## src/rtl/psum_pkg.sv

```systemverilog
// -----------------------------------------------------------------------------
// psum_pkg
// Shared constants for the partial-sum accumulator and its requantisation
// stage: datapath widths and the signed output clipping limits.
// No ports (package).
// -----------------------------------------------------------------------------
package psum_pkg;

   localparam int IN_W    = 20;  // signed partial sum from the adder tree
   localparam int ACC_W   = 32;  // signed accumulator
   localparam int OUT_W   = 8;   // signed quantised activation
   localparam int CNT_W   = 10;  // channel counter, max num_ch = 2^CNT_W-1
   localparam int BIAS_W  = 16;  // signed per-output bias
   localparam int SHIFT_W = 5;   // requant right shift 0..31

   // Clipping limits for an OUT_W-bit signed activation.
   localparam logic signed [OUT_W-1:0] OUT_MAX = 8'sh7F;   //  127
   localparam logic signed [OUT_W-1:0] OUT_MIN = 8'sh80;   // -128

endpackage : psum_pkg

```

## src/rtl/psum_requant.sv

```systemverilog
// -----------------------------------------------------------------------------
// psum_requant
// Registered requantisation of a finished accumulator value: round-half-up
// arithmetic right shift, optional ReLU, then signed saturation to OUT_W bits.
// A result is registered only in the cycle done_i is high; otherwise the data
// and saturation outputs hold and vld_o stays low.
//
// Ports:
//   clk        in   clock, rising edge
//   rstn       in   asynchronous active-low reset
//   acc_i      in   ACC_W   signed finished accumulator value
//   done_i     in   1       acc_i holds a finished sum this cycle
//   shift_i    in   SHIFT_W right-shift amount for this sum
//   relu_en_i  in   1       clamp negative results to zero
//   data_o     out  OUT_W   signed quantised activation
//   vld_o      out  1       one-cycle pulse per result
//   sat_o      out  1       result was clipped by saturation (with vld_o)
// -----------------------------------------------------------------------------
module psum_requant
   import psum_pkg::*;
#(
   parameter int ACC_W   = psum_pkg::ACC_W,
   parameter int OUT_W   = psum_pkg::OUT_W,
   parameter int SHIFT_W = psum_pkg::SHIFT_W
) (
   input  logic                    clk,
   input  logic                    rstn,
   input  logic signed [ACC_W-1:0] acc_i,
   input  logic                    done_i,
   input  logic [SHIFT_W-1:0]      shift_i,
   input  logic                    relu_en_i,
   output logic [OUT_W-1:0]        data_o,
   output logic                    vld_o,
   output logic                    sat_o
);

   // Clip limits widened to the rounding datapath width.
   localparam logic signed [ACC_W:0] MAX_X =
      {{(ACC_W+1-OUT_W){OUT_MAX[OUT_W-1]}}, OUT_MAX};
   localparam logic signed [ACC_W:0] MIN_X =
      {{(ACC_W+1-OUT_W){OUT_MIN[OUT_W-1]}}, OUT_MIN};

   logic signed [ACC_W:0]   round_s;
   logic signed [ACC_W:0]   sum_s;
   logic signed [ACC_W:0]   shifted_s;
   logic [OUT_W-1:0]        res_data_s;
   logic                    res_sat_s;

   logic [OUT_W-1:0]        data_q, data_d;
   logic                    vld_q,  vld_d;
   logic                    sat_q,  sat_d;

   // Round, shift, ReLU and saturate the incoming accumulator value.
   always_comb begin
      round_s    = {(ACC_W+1){1'b0}};
      res_data_s = {OUT_W{1'b0}};
      res_sat_s  = 1'b0;

      // Half an LSB of the shifted result; nothing to add for a zero shift.
      if (shift_i != {SHIFT_W{1'b0}}) begin
         round_s = {{ACC_W{1'b0}}, 1'b1} << (shift_i - {{(SHIFT_W-1){1'b0}}, 1'b1});
      end else begin
         round_s = {(ACC_W+1){1'b0}};
      end

      // One guard bit above ACC_W keeps the rounding add from wrapping.
      sum_s     = $signed({acc_i[ACC_W-1], acc_i}) + round_s;
      shifted_s = sum_s >>> shift_i;

      // ReLU zeroing is checked first so it never reports as saturation.
      if (relu_en_i && shifted_s[ACC_W]) begin
         res_data_s = {OUT_W{1'b0}};
         res_sat_s  = 1'b0;
      end else if (shifted_s > MAX_X) begin
         res_data_s = OUT_MAX;
         res_sat_s  = 1'b1;
      end else if (shifted_s < MIN_X) begin
         res_data_s = OUT_MIN;
         res_sat_s  = 1'b1;
      end else begin
         res_data_s = shifted_s[OUT_W-1:0];
         res_sat_s  = 1'b0;
      end
   end

   // Capture a new result on done, otherwise hold data/sat and drop valid.
   always_comb begin
      data_d = data_q;
      sat_d  = sat_q;
      vld_d  = 1'b0;
      if (done_i) begin
         data_d = res_data_s;
         sat_d  = res_sat_s;
         vld_d  = 1'b1;
      end else begin
         data_d = data_q;
         sat_d  = sat_q;
         vld_d  = 1'b0;
      end
   end

   // Output registers.
   always_ff @(posedge clk or negedge rstn) begin
      if (!rstn) begin
         data_q <= {OUT_W{1'b0}};
         vld_q  <= 1'b0;
         sat_q  <= 1'b0;
      end else begin
         data_q <= data_d;
         vld_q  <= vld_d;
         sat_q  <= sat_d;
      end
   end

   assign data_o = data_q;
   assign vld_o  = vld_q;
   assign sat_o  = sat_q;

endmodule : psum_requant

```

## src/rtl/psum_accumulator.sv

```systemverilog
// -----------------------------------------------------------------------------
// psum_accumulator
// Accumulates num_ch consecutive signed partial sums (one per input channel)
// on top of a per-output bias, then hands the finished sum to psum_requant,
// which emits one quantised activation two cycles after the last partial sum.
// Sequences may run back to back with no idle cycle between them.
//
// Ports:
//   clk        in   clock, rising edge
//   rstn       in   asynchronous active-low reset
//   vld_i      in   1        partial sum valid
//   acc_i      in   IN_W     signed partial sum from the adder tree
//   num_ch_i   in   CNT_W    partial sums per output (0 treated as 1)
//   bias_i     in   BIAS_W   signed bias
//   shift_i    in   SHIFT_W  requant right shift 0..31
//   relu_en_i  in   1        clamp negative results to zero
//   clr_i      in   1        synchronous abort of the current sequence
//   data_o     out  OUT_W    signed quantised activation
//   vld_o      out  1        one-cycle pulse per output
//   sat_o      out  1        result clipped by saturation (with vld_o)
// -----------------------------------------------------------------------------
module psum_accumulator
   import psum_pkg::*;
#(
   parameter int IN_W  = psum_pkg::IN_W,
   parameter int ACC_W = psum_pkg::ACC_W,
   parameter int OUT_W = psum_pkg::OUT_W,
   parameter int CNT_W = psum_pkg::CNT_W
) (
   input  logic                clk,
   input  logic                rstn,
   input  logic                vld_i,
   input  logic [IN_W-1:0]     acc_i,
   input  logic [CNT_W-1:0]    num_ch_i,
   input  logic [BIAS_W-1:0]   bias_i,
   input  logic [SHIFT_W-1:0]  shift_i,
   input  logic                relu_en_i,
   input  logic                clr_i,
   output logic [OUT_W-1:0]    data_o,
   output logic                vld_o,
   output logic                sat_o
);

   localparam logic [CNT_W-1:0] CNT_ZERO = {CNT_W{1'b0}};
   localparam logic [CNT_W-1:0] CNT_ONE  = {{(CNT_W-1){1'b0}}, 1'b1};

   logic [CNT_W-1:0]          cnt_q,    cnt_d;
   logic [CNT_W-1:0]          num_ch_q, num_ch_d;
   logic [SHIFT_W-1:0]        shift_q,  shift_d;
   logic                      relu_q,   relu_d;
   logic signed [ACC_W-1:0]   acc_q,    acc_d;
   logic                      done_q,   done_d;

   logic                      start_s;
   logic                      last_s;
   logic [CNT_W-1:0]          num_ch_eff_s;
   logic signed [ACC_W-1:0]   acc_ext_s;
   logic signed [ACC_W-1:0]   bias_ext_s;
   logic                      rq_done_s;

   // Decode sequence start/end and sign-extend the incoming operands.
   always_comb begin
      start_s    = vld_i && (cnt_q == CNT_ZERO);
      acc_ext_s  = {{(ACC_W-IN_W){acc_i[IN_W-1]}}, acc_i};
      bias_ext_s = {{(ACC_W-BIAS_W){bias_i[BIAS_W-1]}}, bias_i};
      last_s     = 1'b0;

      // A channel count of zero means a single partial sum.
      if (num_ch_i == CNT_ZERO) begin
         num_ch_eff_s = CNT_ONE;
      end else begin
         num_ch_eff_s = num_ch_i;
      end

      // On the first partial sum the latched count is not valid yet, so
      // the live (effective) count decides whether start is also last.
      if (start_s) begin
         last_s = (num_ch_eff_s == CNT_ONE);
      end else begin
         last_s = (cnt_q == (num_ch_q - CNT_ONE));
      end
   end

   // Next state for counter, config latches, accumulator and done flag.
   always_comb begin
      cnt_d    = cnt_q;
      num_ch_d = num_ch_q;
      shift_d  = shift_q;
      relu_d   = relu_q;
      acc_d    = acc_q;
      done_d   = 1'b0;

      if (clr_i) begin
         // Abort wins over a simultaneous partial sum, which is dropped.
         cnt_d  = CNT_ZERO;
         done_d = 1'b0;
      end else if (vld_i) begin
         if (start_s) begin
            num_ch_d = num_ch_eff_s;
            shift_d  = shift_i;
            relu_d   = relu_en_i;
            acc_d    = bias_ext_s + acc_ext_s;
         end else begin
            acc_d    = acc_q + acc_ext_s;
         end

         if (last_s) begin
            cnt_d  = CNT_ZERO;
            done_d = 1'b1;
         end else begin
            cnt_d  = cnt_q + CNT_ONE;
            done_d = 1'b0;
         end
      end else begin
         cnt_d  = cnt_q;
         done_d = 1'b0;
      end
   end

   // Sequence state registers.
   always_ff @(posedge clk or negedge rstn) begin
      if (!rstn) begin
         cnt_q    <= CNT_ZERO;
         num_ch_q <= CNT_ZERO;
         shift_q  <= {SHIFT_W{1'b0}};
         relu_q   <= 1'b0;
         acc_q    <= {ACC_W{1'b0}};
         done_q   <= 1'b0;
      end else begin
         cnt_q    <= cnt_d;
         num_ch_q <= num_ch_d;
         shift_q  <= shift_d;
         relu_q   <= relu_d;
         acc_q    <= acc_d;
         done_q   <= done_d;
      end
   end

   // A clear in the cycle after the last partial sum also cancels the
   // output that is about to be registered. The shift/relu latches still
   // hold the finishing sequence's values here, even if a new sequence
   // starts on the same edge.
   assign rq_done_s = done_q & ~clr_i;

   psum_requant #(
      .ACC_W   (ACC_W),
      .OUT_W   (OUT_W),
      .SHIFT_W (SHIFT_W)
   ) u_requant (
      .clk       (clk),
      .rstn      (rstn),
      .acc_i     (acc_q),
      .done_i    (rq_done_s),
      .shift_i   (shift_q),
      .relu_en_i (relu_q),
      .data_o    (data_o),
      .vld_o     (vld_o),
      .sat_o     (sat_o)
   );

endmodule : psum_accumulator

```

## config.mk

```make
export PLATFORM = sky130hd
export DESIGN_NAME = psum_accumulator
export DESIGN_NICKNAME = d
export VERILOG_FILES = /design/src/rtl/psum_pkg.sv /design/src/rtl/psum_requant.sv /design/src/rtl/psum_accumulator.sv
export SDC_FILE = /design/constraint.sdc
export NUM_CORES = 1
export LEC_CHECK = 0
export ABC_AREA = 0
export CELL_PAD_IN_SITES_DETAIL_PLACEMENT = 1
export CELL_PAD_IN_SITES_GLOBAL_PLACEMENT = 2
export CORE_MARGIN = 3
export CORE_UTILIZATION = 39
export CTS_CLUSTER_DIAMETER = 100
export DETAILED_ROUTE_END_ITERATION = 16
export DONT_BUFFER_PORTS = 1
export MAX_ROUTING_LAYER = met4
export PLACE_DENSITY = 0.91
export SLEW_MARGIN = 30
export SYNTH_ARGS = -nofsm -noshare
export SYNTH_HDL_FRONTEND = slang
export SYNTH_SLANG_ARGS = --single-unit
export TNS_END_PERCENT = 5
```

## constraint.sdc

```tcl
create_clock -name clk -period 7.1 [get_ports clk]
set_input_delay 1.775 -clock clk [delete_from_list [all_inputs] [get_ports clk]]
set_output_delay 1.775 -clock clk [all_outputs]
set_load 0.1 [all_outputs]
```

==> impl_metrics.json <==
{
  "io_buffers": 0,
  "p_leak_nw": 4.89,
  "vdd_ir_drop_max_mv": 0.149,
  "cp.required_ns": 7.36,
  "finalHoldViolCount": 0,
  "clock_latency_ns": 0.37,
  "hold_buffers": 0,
  "pwr-share-seq_pct": 16.3,
  "clk_pin_slew_worst_paths_ns": 0.08,
  "synth_warnings": 0,
  "drtPass1Iterations": 7,
  "path_buf_inv": 2,
  "ys.flop_type": "dfrtp_1",
  "maxCapViolations": 0,
  "path_class": "reg -> reg",
  "drive_above_1_share_pct": 7.43,
  "totalWireLength_mm": 39.4,
  "syn_inst": 1474,
  "finClkSkew_ns": 0.0162,
  "setup_viol": 0,
  "critPathMaxStageDelay_ns": 0.63,
  "dp_hpwl_mm": 30.9,
  "slowest_stage": "a311oi_1",
  "worstPathMaxFanout": 15,
  "cts-root-buf": "clkbuf_16",
  "ys_types": 93,
  "path_cells": "inv_1, nand2_1, nor3_1, ha_1, inv_1, fa_1, nand2b_1, a21o_1, a21oi_2, a31oi_4, and3_1, a311oi_1, o221ai_1, or2_1, a221oi_1, and3_1, a41o_1, a41o_1, nor2_1, a311oi_1",
  "viasPerCell": 6.44,
  "cts_max_level": 3,
  "final.setup.tns_ns": 0,
  "async_reset_ff_share_pct": 100,
  "place_worst_setup_slack_ns": 0.891,
  "internal-power_mw": 1.88,
  "synth-edff-count": 0,
  "outcome": "complete, no violations",
  "cts_buffers": 9,
  "powerDensity_nw_per_um2": 363,
  "period_minus_slack_ns": 6.36,
  "worst_slack_ns": 0.742,
  "track_usage_pct": 27.6,
  "postCtsSetupRepairBufs": 0,
  "cts.sinks": 69,
  "cts_tree": "built",
  "ant_nets": 0,
  "num_vias": 11500,
  "syn2layout_area_growth_pct": 5.97,
  "seq_area_frac_synth_pct": 16.1,
  "p_sw_mw": 2.25,
  "placed_cells": 1766,
  "coreArea_um2": 27000,
  "combPwrFrac_pct": 72.1,
  "fp.dieW_um": 172,
  "fmax_mhz": 157,
  "syn_area_per_cell_um2": 7.28,
  "initial_core_util_pct": 39.7,
  "grt_pass1_wl_mm": 63.5,
  "final_util_pct": 42.1,
  "fill_cells": 3439,
  "syn_nets": 1619,
  "die_h_um": 172,
  "stdcell_count": 1782,
  "grt_pass1_vias": 11900,
  "ctsResizeCount": 0,
  "pin_count": 66,
  "wl_per_cell_um": 22.1,
  "antenna_found_initial": 0,
  "rrSetupSlack_ns": 0.74,
  "tightestPinTransition_ns": 0.909,
  "slew_headroom_pct": 39.4,
  "fin_crit_sh_pct": 89.5,
  "critPathTopFamily": "compound AO/OA/AOI/OAI gates",
  "switching_share_pct": 54.6,
  "nets": 1581,
  "row_count": 60,
  "fin_hold_ws_ns": 0.528,
  "start_kind": "flop",
  "drc": 0,
  "hold_class": "reg -> reg",
  "pwr-share-clk_pct": 11.6,
  "drv_slew": 0,
  "die-area_um2": 29600,
  "overflow": 0,
  "place_congestion": 1.01,
  "grt_setup_unrepaired": "false",
  "worstSetupEndpointType": "flop",
  "cp.arrival_ns": 6.61,
  "drt_iter0_drc": 855,
  "clockBufferDepth": 2,
  "grt_max_degree": 70,
  "synth_area_um2": 10700,
  "ys_seq_elements": 69,
  "antenna-diode-count": 0
}
[worst paths after layout]
| check | startpoint | end | cells past startpoint |
|---|---|---|---|
| setup / recovery | shift_q[3] | u_requant.data_o[2] | 20 |
| hold / removal | acc_q[16] | acc_q[16] | 2 |
| setup reg to reg | shift_q[3] | u_requant.data_o[2] | 20 |
| hold reg to reg | acc_q[16] | acc_q[16] | 2 |
| max in group asynchronous | rstn | acc_q[4] | 0 |
| min in group asynchronous | rstn | num_ch_q[2] | 0 |
[through the flow]
| stage | area (um^2) | power (mW) |
|---|---|---|
| floorplan | 10700 | 2.78 |
| global placement | 11100 | 3.53 |
| detailed placement | 11100 | 3.58 |
| CTS | 11400 | 4.08 |
| global route | 11400 | 4.47 |
| finish | 11400 | 4.13 |
[synth_stat cells (10+ instances only)]
cell type | count | share of area [%]
and3_1 | 25 | 1.5
nor3_1 | 44 | 2.1
mux2i_1 | 29 | 2.7
a21o_1 | 32 | 2.2
a21oi_1 | 101 | 4.7
xnor2_1 | 41 | 3.3
and2_1 | 19 | 1.1
ha_1 | 86 | 10
mux2_2 | 12 | 1.3
nand3_1 | 38 | 1.8
nand2_1 | 174 | 6.1
or3_1 | 18 | 1.0
o21a_1 | 12 | 0.84
a31oi_1 | 19 | 1.1
nor2b_1 | 13 | 0.76
clkbuf_1 | 59 | 2.1
nand2b_1 | 27 | 1.6
nand4_1 | 13 | 0.76
a311oi_1 | 13 | 1.1
o211ai_1 | 17 | 1.2
dfrtp_1 | 69 | 16
a211oi_1 | 36 | 2.5
xor2_1 | 29 | 2.4
o21ai_0 | 129 | 6.0
buf_2 | 10 | 0.47
inv_1 | 41 | 1.4
mux4_2 | 10 | 2.1
nor2_1 | 155 | 5.4
[layer usage]
layer	global-route usage [%]	routed length (um)
met4	9.58	1280
met3	4.69	2480
met5	-	0
met2	44.4	18300
met1	35.2	17400
[power by group through the flow]
stage	Sequential, mW	Combinational (mW)	Clock [mW]
6_report	0.673	2.98	0.478
5_1_grt	0.694	3.27	0.502
4_1_cts	0.675	2.92	0.491
3_5_place_dp	0.682	2.90	0
3_3_place_gp	0.676	2.86	0
2_1_floorplan	0.620	2.16	0
[worst reg2reg max path: cells and delay by family (launching register included)]
family	cells	cell delay [ns]
adders and majority gates	2	0.64
and+or+nand+nor	7	1.76
AOI/OAI and AO/OA	9	2.90
DFF	1	0.49
buffers and inverters	2	0.49
[layout make-up]
type | count | area (um^2) | area share, %
Inverter | 43 | 161 | 1.42
Multi-Input combinational cell | 1284 | 8550 | 75.2
Clock inverter | 7 | 63.8 | 0.561
Tap cell | 341 | 427 | 3.75
Sequential cell | 69 | 1730 | 15.2
Timing Repair Buffer | 29 | 218 | 1.91
Clock buffer | 9 | 225 | 1.98
[cell usage in the layout, fill, tap and decap left out, types with 8 or more instances in the layout]
master / instances
xnor2_1: 41
nand3_1: 38
nand2b_1: 26
nand2_1: 174
a311oi_1: 13
and2_1: 19
or3_1: 18
xor2_1: 29
o211ai_1: 17
dfrtp_1: 69
and3_1: 25
nor3_1: 44
a31oi_1: 19
clkbuf_16: 9
ha_1: 86
o21ai_0: 129
nand4_1: 13
a221oi_1: 9
mux2_2: 12
mux4_2: 10
nor4_1: 8
inv_1: 41
nor2_1: 154
a211oi_1: 36
a21o_1: 32
mux2i_1: 29
a21oi_1: 101
a221o_1: 9
buf_4: 29
nor2b_1: 13
o21a_1: 12
[registers in the layout (all words and copies together), names as in the netlist]
| name | flops |
|---|---|
| acc_q | 32 |
| cnt_q | 10 |
| done_q | 1 |
| num_ch_q | 10 |
| relu_q | 1 |
| shift_q | 5 |
| u_requant.data_o | 8 |
| u_requant.sat_o | 1 |
| u_requant.vld_o | 1 |
[cell families (layout without fill, tap and decap cells)]
| group | after synthesis | in the layout | share of synthesized area [%] |
|---|---|---|---|
| simple gates | 574 | 574 | 25.5 |
| xor+xnor | 70 | 70 | 5.71 |
| mux | 52 | 52 | 6.19 |
| fa+ha+maj | 89 | 89 | 10.6 |
| compound gates | 498 | 498 | 31.5 |
| buf+inv | 121 | 88 | 4.38 |
| other cells | 1 | 1 | 0.0349 |
| flops | 69 | 69 | 16.1 |
(Power assumes the default switching activity.)
